--- config.mk ---
export PLATFORM = sky130hd
export DESIGN_NAME = store_buffer
export DESIGN_NICKNAME = d
export VERILOG_FILES = /design/src/rtl/store_buffer.sv
export SDC_FILE = /design/constraint.sdc
export NUM_CORES = 1
export LEC_CHECK = 0
export BUFFER_PORTS_ARGS = -buffer_cell sky130_fd_sc_hd__clkbuf_2
export CAP_MARGIN = 20
export CORE_ASPECT_RATIO = 1.2
export CORE_MARGIN = 2
export CORE_UTILIZATION = 62
export DETAILED_ROUTE_END_ITERATION = 16
export GPL_TIMING_DRIVEN = 0
export MAX_ROUTING_LAYER = met4
export PLACE_DENSITY_LB_ADDON = 0.15
export SLEW_MARGIN = 15
export SYNTH_ARGS = -nofsm -noshare
export SYNTH_HDL_FRONTEND = slang
export SYNTH_SLANG_ARGS = --single-unit
--- constraint.sdc ---
create_clock -name clk -period 4.52 [get_ports clk]
set_input_delay 0.904 -clock clk [delete_from_list [all_inputs] [get_ports clk]]
set_output_delay 0.904 -clock clk [all_outputs]
set_load 0.01 [all_outputs]
--- src/rtl/store_buffer.sv ---
// store_buffer: circular FIFO store buffer between the core and data memory; define STB_FORWARD_EN to forward buffered store data to hitting loads instead of stalling them
module store_buffer #(
  parameter int DEPTH = 4
) (
  input  logic        clk,
  input  logic        reset,
  input  logic        memwrite,
  input  logic        memread,
  input  logic [31:0] aluout,
  input  logic [31:0] writedata,
  output logic [31:0] readdata,
  output logic        stall,
  output logic        mem_we,
  output logic [31:0] mem_waddr,
  output logic [31:0] mem_wdata,
  input  logic        mem_ready,
  output logic [31:0] mem_raddr,
  input  logic [31:0] mem_rdata
);
  localparam int AW = $clog2(DEPTH);
`ifdef STB_FORWARD_EN
  localparam bit FWD = 1'b1;
`else
  localparam bit FWD = 1'b0;
`endif
  logic [31:0]   r_addr [DEPTH];
  logic [31:0]   r_data [DEPTH];
  logic [AW-1:0] r_head;
  logic [AW-1:0] r_tail;
  logic [AW:0]   r_count;
  logic          w_full;
  logic          w_ld;
  logic          w_enq;
  logic          w_ret;
  logic          w_hit;
  logic [31:0]   w_fwd;
  assign w_full    = r_count == (AW+1)'(DEPTH);
  assign w_ld      = memread & ~memwrite;
  assign w_enq     = memwrite & ~w_full;
  assign w_ret     = mem_we & mem_ready;
  assign mem_we    = r_count != '0;
  assign mem_waddr = r_addr[r_head];
  assign mem_wdata = r_data[r_head];
  assign mem_raddr = aluout;
  assign stall     = (memwrite & w_full) | (~FWD & w_ld & w_hit);
  assign readdata  = (FWD & w_ld & w_hit) ? w_fwd : mem_rdata;
  // scan valid entries oldest to youngest so the last match is the youngest
  always_comb begin
    w_hit = 1'b0;
    w_fwd = '0;
    for (int k = 0; k < DEPTH; k++) begin
      if ((AW+1)'(k) < r_count && r_addr[r_head + AW'(k)][31:2] == aluout[31:2]) begin
        w_hit = 1'b1;
        w_fwd = r_data[r_head + AW'(k)];
      end
    end
  end
  // entry payload needs no reset: validity comes from head and count
  always_ff @(posedge clk) begin
    if (w_enq) begin
      r_addr[r_tail] <= aluout;
      r_data[r_tail] <= writedata;
    end
  end
  // pointers wrap naturally at power-of-two depth
  always_ff @(posedge clk) begin
    if (reset) begin
      r_head  <= '0;
      r_tail  <= '0;
      r_count <= '0;
    end else begin
      if (w_enq) r_tail <= r_tail + 1'b1;
      if (w_ret) r_head <= r_head + 1'b1;
      r_count <= r_count + (AW+1)'(w_enq) - (AW+1)'(w_ret);
    end
  end
endmodule

# After elaboration in Yosys (flattened, before gate mapping)
# Memories as Yosys holds them, arrays and structs flattened. A register that Yosys moved wholly into a read port is not among the register bits.
# Cells that the tools add are included.
[word_totals] register_bits=7 ramBits=256 in_bits=101 wordCells=43 mem_count=2
[memory_table] name="r_addr" words=4 word_bits=32 rd=4 rd_ports_with_merged_regs=1 write_ports=1 line_no="26" source="logic [31:0] r_addr [DEPTH];"
[memory_table] name="r_data" words=4 word_bits=32 rd=1 rd_ports_with_merged_regs=1 write_ports=1 line_no="27" source="logic [31:0] r_data [DEPTH];"
[classes] add_sub_neg=6 magnitude_cmp=4 n_eq_ne=5 muxes=10 bitwise_logic=8 reduce_logical=5
[op_table] op="$eq A30 B30 Y1" count=4
[op_table] op="$mux W2" count=4
[op_table] op="$lt A1 B3 Y1 const A" count=2
[op_table] op="$lt A2 B3 Y1 const A" count=2
[op_table] op="$mux W1" count=6
[op_table] op="$and A1 B1 Y1" count=5
[op_table] op="$add A2 B1 Y2 const B" count=2
[op_table] op="$add A2 B2 Y2 const B" count=2
[op_table] op="$logic_and A1 B1 Y1" count=4
[op_table] op="$add A3 B1 Y3" count=1
[op_table] op="$eq A3 B3 Y1 const B" count=1
[op_table] op="$reduce_bool A3 Y1" count=1
[op_table] op="$sub A3 B1 Y3" count=1
[op_table] op="$not A1 Y1" count=2
[op_table] op="$or A1 B1 Y1" count=1

# Depth between registers and ports, before layout
# An unclocked memory read counts as a cell.
[logic_depth] ltp_word=9 ltp_mapped=11

# Worst setup path after synthesis
# OpenSTA, ideal clock, no wires.
[synth_path] path_type="input port to output port" startpoint="input port aluout[9]" endpoint="output port stall" t_arrival_ps=2464 required_ps=3616 path_slack_ps=1152 path_stages=7 path_cell_list="clkbuf_1 inv_1 a32o_1 a311o_1 a2111oi_1 a41oi_1 a31oi_1"
[synth_between] elab_chain_len=8 elab_cells_between_ends=14 classes_between="4 x eq/ne; 4 x mux; 2 x bitwise; 4 x reduce/logical"
[synth_rtl] element="start: declaration" line_no="9" source="input logic [31:0] aluout,"
[synth_rtl] element="$eq A30 B30 Y1" line_no="52" source="if ((AW+1)'(k) < r_count && r_addr[r_head + AW'(k)][31:2] == aluout[31:2]) begin"
[synth_rtl] element="$logic_and A1 B1 Y1" line_no="52"
[synth_rtl] element="$mux W1 (3 in a row)" line_no="52"
[synth_rtl] element="$mux W1 *" line_no="52"
[synth_rtl] element="$and A1 B1 Y1 *" line_no="45" source="assign stall = (memwrite & w_full) | (~FWD & w_ld & w_hit);"
[synth_rtl] element="$or A1 B1 Y1 *" line_no="45"
[synth_rtl] element="end: declaration" line_no="12" source="output logic stall,"
# Mark *: on every way between the ends. The rest lies on a longest branch, timed or not.

# Worst setup path after layout
[layout_path] startpoint="register r_head[1]" endpoint="output port stall"
[layout_between] elab_chain_len=9 elab_cells_between_ends=15 classes_between="3 x add/sub; 3 x eq/ne; 3 x mux; 2 x bitwise; 3 x reduce/logical; 1 x memory"
[layout_rtl] element="start: declaration" line_no="28" source="logic [AW-1:0] r_head;"
[layout_rtl] element="start signal: assignment" line_no="73" source="if (w_ret) r_head <= r_head + 1'b1;"
[layout_rtl] element="$add A2 B1 Y2" line_no="52"
[layout_rtl] element="$mem_v2 Z4 W32 *"
[layout_rtl] element="$eq A30 B30 Y1" line_no="52"
[layout_rtl] element="$logic_and A1 B1 Y1" line_no="52"
[layout_rtl] element="$mux W1 (2 in a row)" line_no="52"
[layout_rtl] element="$mux W1 *" line_no="52"
[layout_rtl] element="$and A1 B1 Y1 *" line_no="45"
[layout_rtl] element="$or A1 B1 Y1 *" line_no="45"
# Marked as above.

==> flow_summary_export.csv <==
group,metric,value,unit
die,start_util,62.98,%
sta,max_freq,220.7,MHz
power,switching_share,34.35,%
setup_path,critPathKind,"reg2out",
cts,cts_setup_buffers,0,
sta,timing.final.crit_share,100.3,%
synth,syn_nets,996,
detailed_routing,drt_first_pass_iters,5,
power,seq_power_share,35.2,%
detailed_routing,drt-initial-drc-count,971,
worst_hold_path,hold_depth,2,
placement,dp_worst_setup_slack,0.1954,ns
power,p_comb_share,40.0,%
global_route,grt_pass1_wl,59480,um
setup_path,r2r_cells,11,
global_route,groute.usage.overall,35.26,%
detailed_routing,viasPerCell,6.608,
power,power,8.914,mW
cts,cts_tree,"built",
synth,synth_flop_cell,"edfxtp_1",
synth,synth_seq_area_share,55.84,%
synth,netlist_area,14090,um2
global_route,grt_pass1_vias,9497,
worst_hold_path,min_path_type,"reg2reg",
final_layout,syn2layout_area_growth,16.78,%
synth,yosysTopAreaCell,"edfxtp_1",
power,power_density,541.8,nW/um2
global_route,antenna_found_initial,0,
sta,worst_pin_slew,0.8971,ns
synth,yosys.cell_types.count,50,
placement,place.gp.congestion,0.9990,
placement,dp_hpwl,28240,um
detailed_routing,ant_nets,0,
die,coreArea,22370,um2
die,dieArea,23950,um2
run_status,violations,"negative setup slack",
setup_path,cp_max_fo,10,
setup_path,r2r_slack,2.22,ns
sta,fin_ws,-0.01196,ns
run,drv_cap,0,
run_status,outcome,"finished, violations left",
cts,htree_levels,1,
cts,clk_latency,0.53,ns
placement,io_buffers,197,
sta,slew-limit-headroom,40.19,%
synth,synthTopCellsByArea,"edfxtp_1 (55%), mux4_2 (17%), mux2i_1 (6.1%)",
final_layout,n_antenna_cell,0,
final_layout,fin_cells,1412,
die,rows,60,
sta,slew_violations,0,
worst_hold_path,hp-start,"r_tail[1]",
die,fp.dieW,141.6,um
setup_path,reg2reg_from,"r_count[0]",
synth,ys_ff_latch,265,
sta,rsz0062_at_grt,"no",
synth,synth_top_area_share,54.56,%
cts,cts.sinks,265,
synth,avgSynthCellArea,15.90,um2
sta,hold_viol_final,0,
placement,placedCellCount,1366,
setup_path,arrival,3.63,ns
synth,synthArstFlopShare,0,%
setup_path,cp_slowest_cell,"nor4_1",
detailed_routing,wl_per_cell,28.91,um
cts,cts_made_buffers,26,
setup_path,crit_required,3.62,ns
power,p_int,5.853,mW
final_layout,nNetsFinal,1225,
cts,clockBufferDepth,3,
global_route,grt_max_degree,42,
global_route,grt_overflow,0,
cts,clk_root_buffer_cell,"clkbuf_16",
setup_path,r2r-end,"r_count[2]",
detailed_routing,vias,9331,
detailed_routing,finalWirelength,40820,um
final_layout,drive_gt1_share,40.16,%
detailed_routing,drc,0,
die,fp.dieH,169.1,um
synth,yosys_warnings,0,
power,p_sw,3.062,mW
synth,synthCells,886,
setup_path,worstPathCellList,"buf_6 -> buf_2 -> buf_4 -> mux4_2 -> xor2_1 -> nor4_1 -> a41oi_1 -> a31oi_1 -> clkbuf_2",
power,ir_worst_vdd,432.7,uV
power,clkPwrFrac,24.8,%
power,power_leakage,5.739,nW
final_layout,final_common_cell,"edfxtp_1",
setup_path,cp-start-kind,"flip-flop",
setup_path,critPathMaxStageDelay,0.62,ns
die,io_pins,231,
sta,period_needed,4.532,ns
worst_hold_path,whs_endpoint,"r_tail[1]",
sta,setup_viol,1,
setup_path,endpoint_kind,"primary output",
final_layout,layout_common_cells,"edfxtp_1 (256), clkbuf_2 (197), mux4_2 (104), mux2i_1 (84), buf_4 (72)",
cts,cts.clk_slew.worst_paths,0.06,ns
synth,synth_edf_count,256,
sta,finClkSkew,0.007514,ns
## sequential cells by signal (all words and copies together) (netlist names), named ones only
name     count
r_addr     128
r_data     128
r_count      3
r_head       2
r_tail       2
## power groups by stage
stage	combinational, mW	sequential, mW	clock [mW]
3_5_place_dp	3.49	3.17	0
2_1_floorplan	2.35	3.13	0
5_1_grt	3.74	3.15	2.32
4_1_cts	3.53	3.13	2.22
3_3_place_gp	3.43	3.18	0
6_report	3.57	3.13	2.21
## cells in the mapped netlist (all sizes together) (6+ instances only)
| library cell | count |
|---|---|
| edfxtp | 256 |
| buf | 105 |
| mux4 | 104 |
| mux2i | 86 |
| xnor2 | 71 |
| xor2 | 35 |
| nor2 | 27 |
| nand2 | 20 |
| clkbuf | 18 |
| inv | 15 |
| a21oi | 13 |
| nand4 | 13 |
| a22oi | 10 |
| nor4 | 10 |
| dfxtp | 9 |
| a31oi | 8 |
| ha | 8 |
| nor3 | 8 |
| o21ai | 7 |
| a221oi | 6 |
## kinds of logic after synthesis
kind of cell             synth area share, %
flip-flops                             55.84
multiplexers                           22.98
buffers and inverters                  6.190
XOR/XNOR                               6.590
AND/OR/NAND/NOR                        3.197
AO/OA/AOI/OAI                          4.352
adder cells (fa/ha/maj)               0.8526
## timing repair
action | 4_1_cts | 5_1_grt
setup endpoints to repair | 1 | 1
gates cloned | 0 | 0
pin swaps | 0 | 1
resized for setup | 4 | 10
hold buffers | 0 | 0
## stage by stage
step                cell area [um2]  util (%)  hold WS (ns)  setup TNS [ns]
CTS                           16410     73.36        0.5067               0
global route                  16450     73.54        0.5302               0
finish                        16450     73.54        0.5082        -0.01196
detailed placement            15530     69.42        0.4980               0
global placement              15420     68.94        0.4884               0
floorplan                     14090         -        0.4692               0
## critical path: cells and delay by family (launching register included)
family	cells	cell delay, ns
XOR/XNOR	1	0.22
multiplexers	1	0.35
AND/OR/NAND/NOR	1	0.62
AO/OA/AOI/OAI	2	0.49
buffers and inverters	4	1.07
flip-flops	1	0.33
## routing by layer
metal	wire length, um	global-route usage, %	share of wire (%)	vias up
met3	3442	6.716	8.4	95
met2	20750	58.89	51	571
li1	-	-	-	3921
met4	1826	14.39	4.5	0
met1	14800	42.75	36	4744
met5	0	-	0	-
## cell type report
cell class | instances | area, um2
clock inverters | 16 | 182.7
flip-flops and latches | 265 | 7868
clock buffers | 30 | 686.9
fillers | 1413 | 5919
multi-input cells | 483 | 5401
well taps | 279 | 349.1
inverters | 15 | 56.30
repair buffers | 201 | 1074
plain buffers | 123 | 834.6
## worst max-delay path by stage
stage / to / start / depth (start not counted)
after global routing: stall / r_head[0] / 10
after global placement: r_data[2][1] / memwrite / 2
after detailed placement: stall / aluout[9] / 9
after floorplan: stall / aluout[9] / 7
final: stall / r_head[1] / 9
after CTS: stall / r_head[0] / 11
No activity file was read; power rests on OpenSTA's default activity.
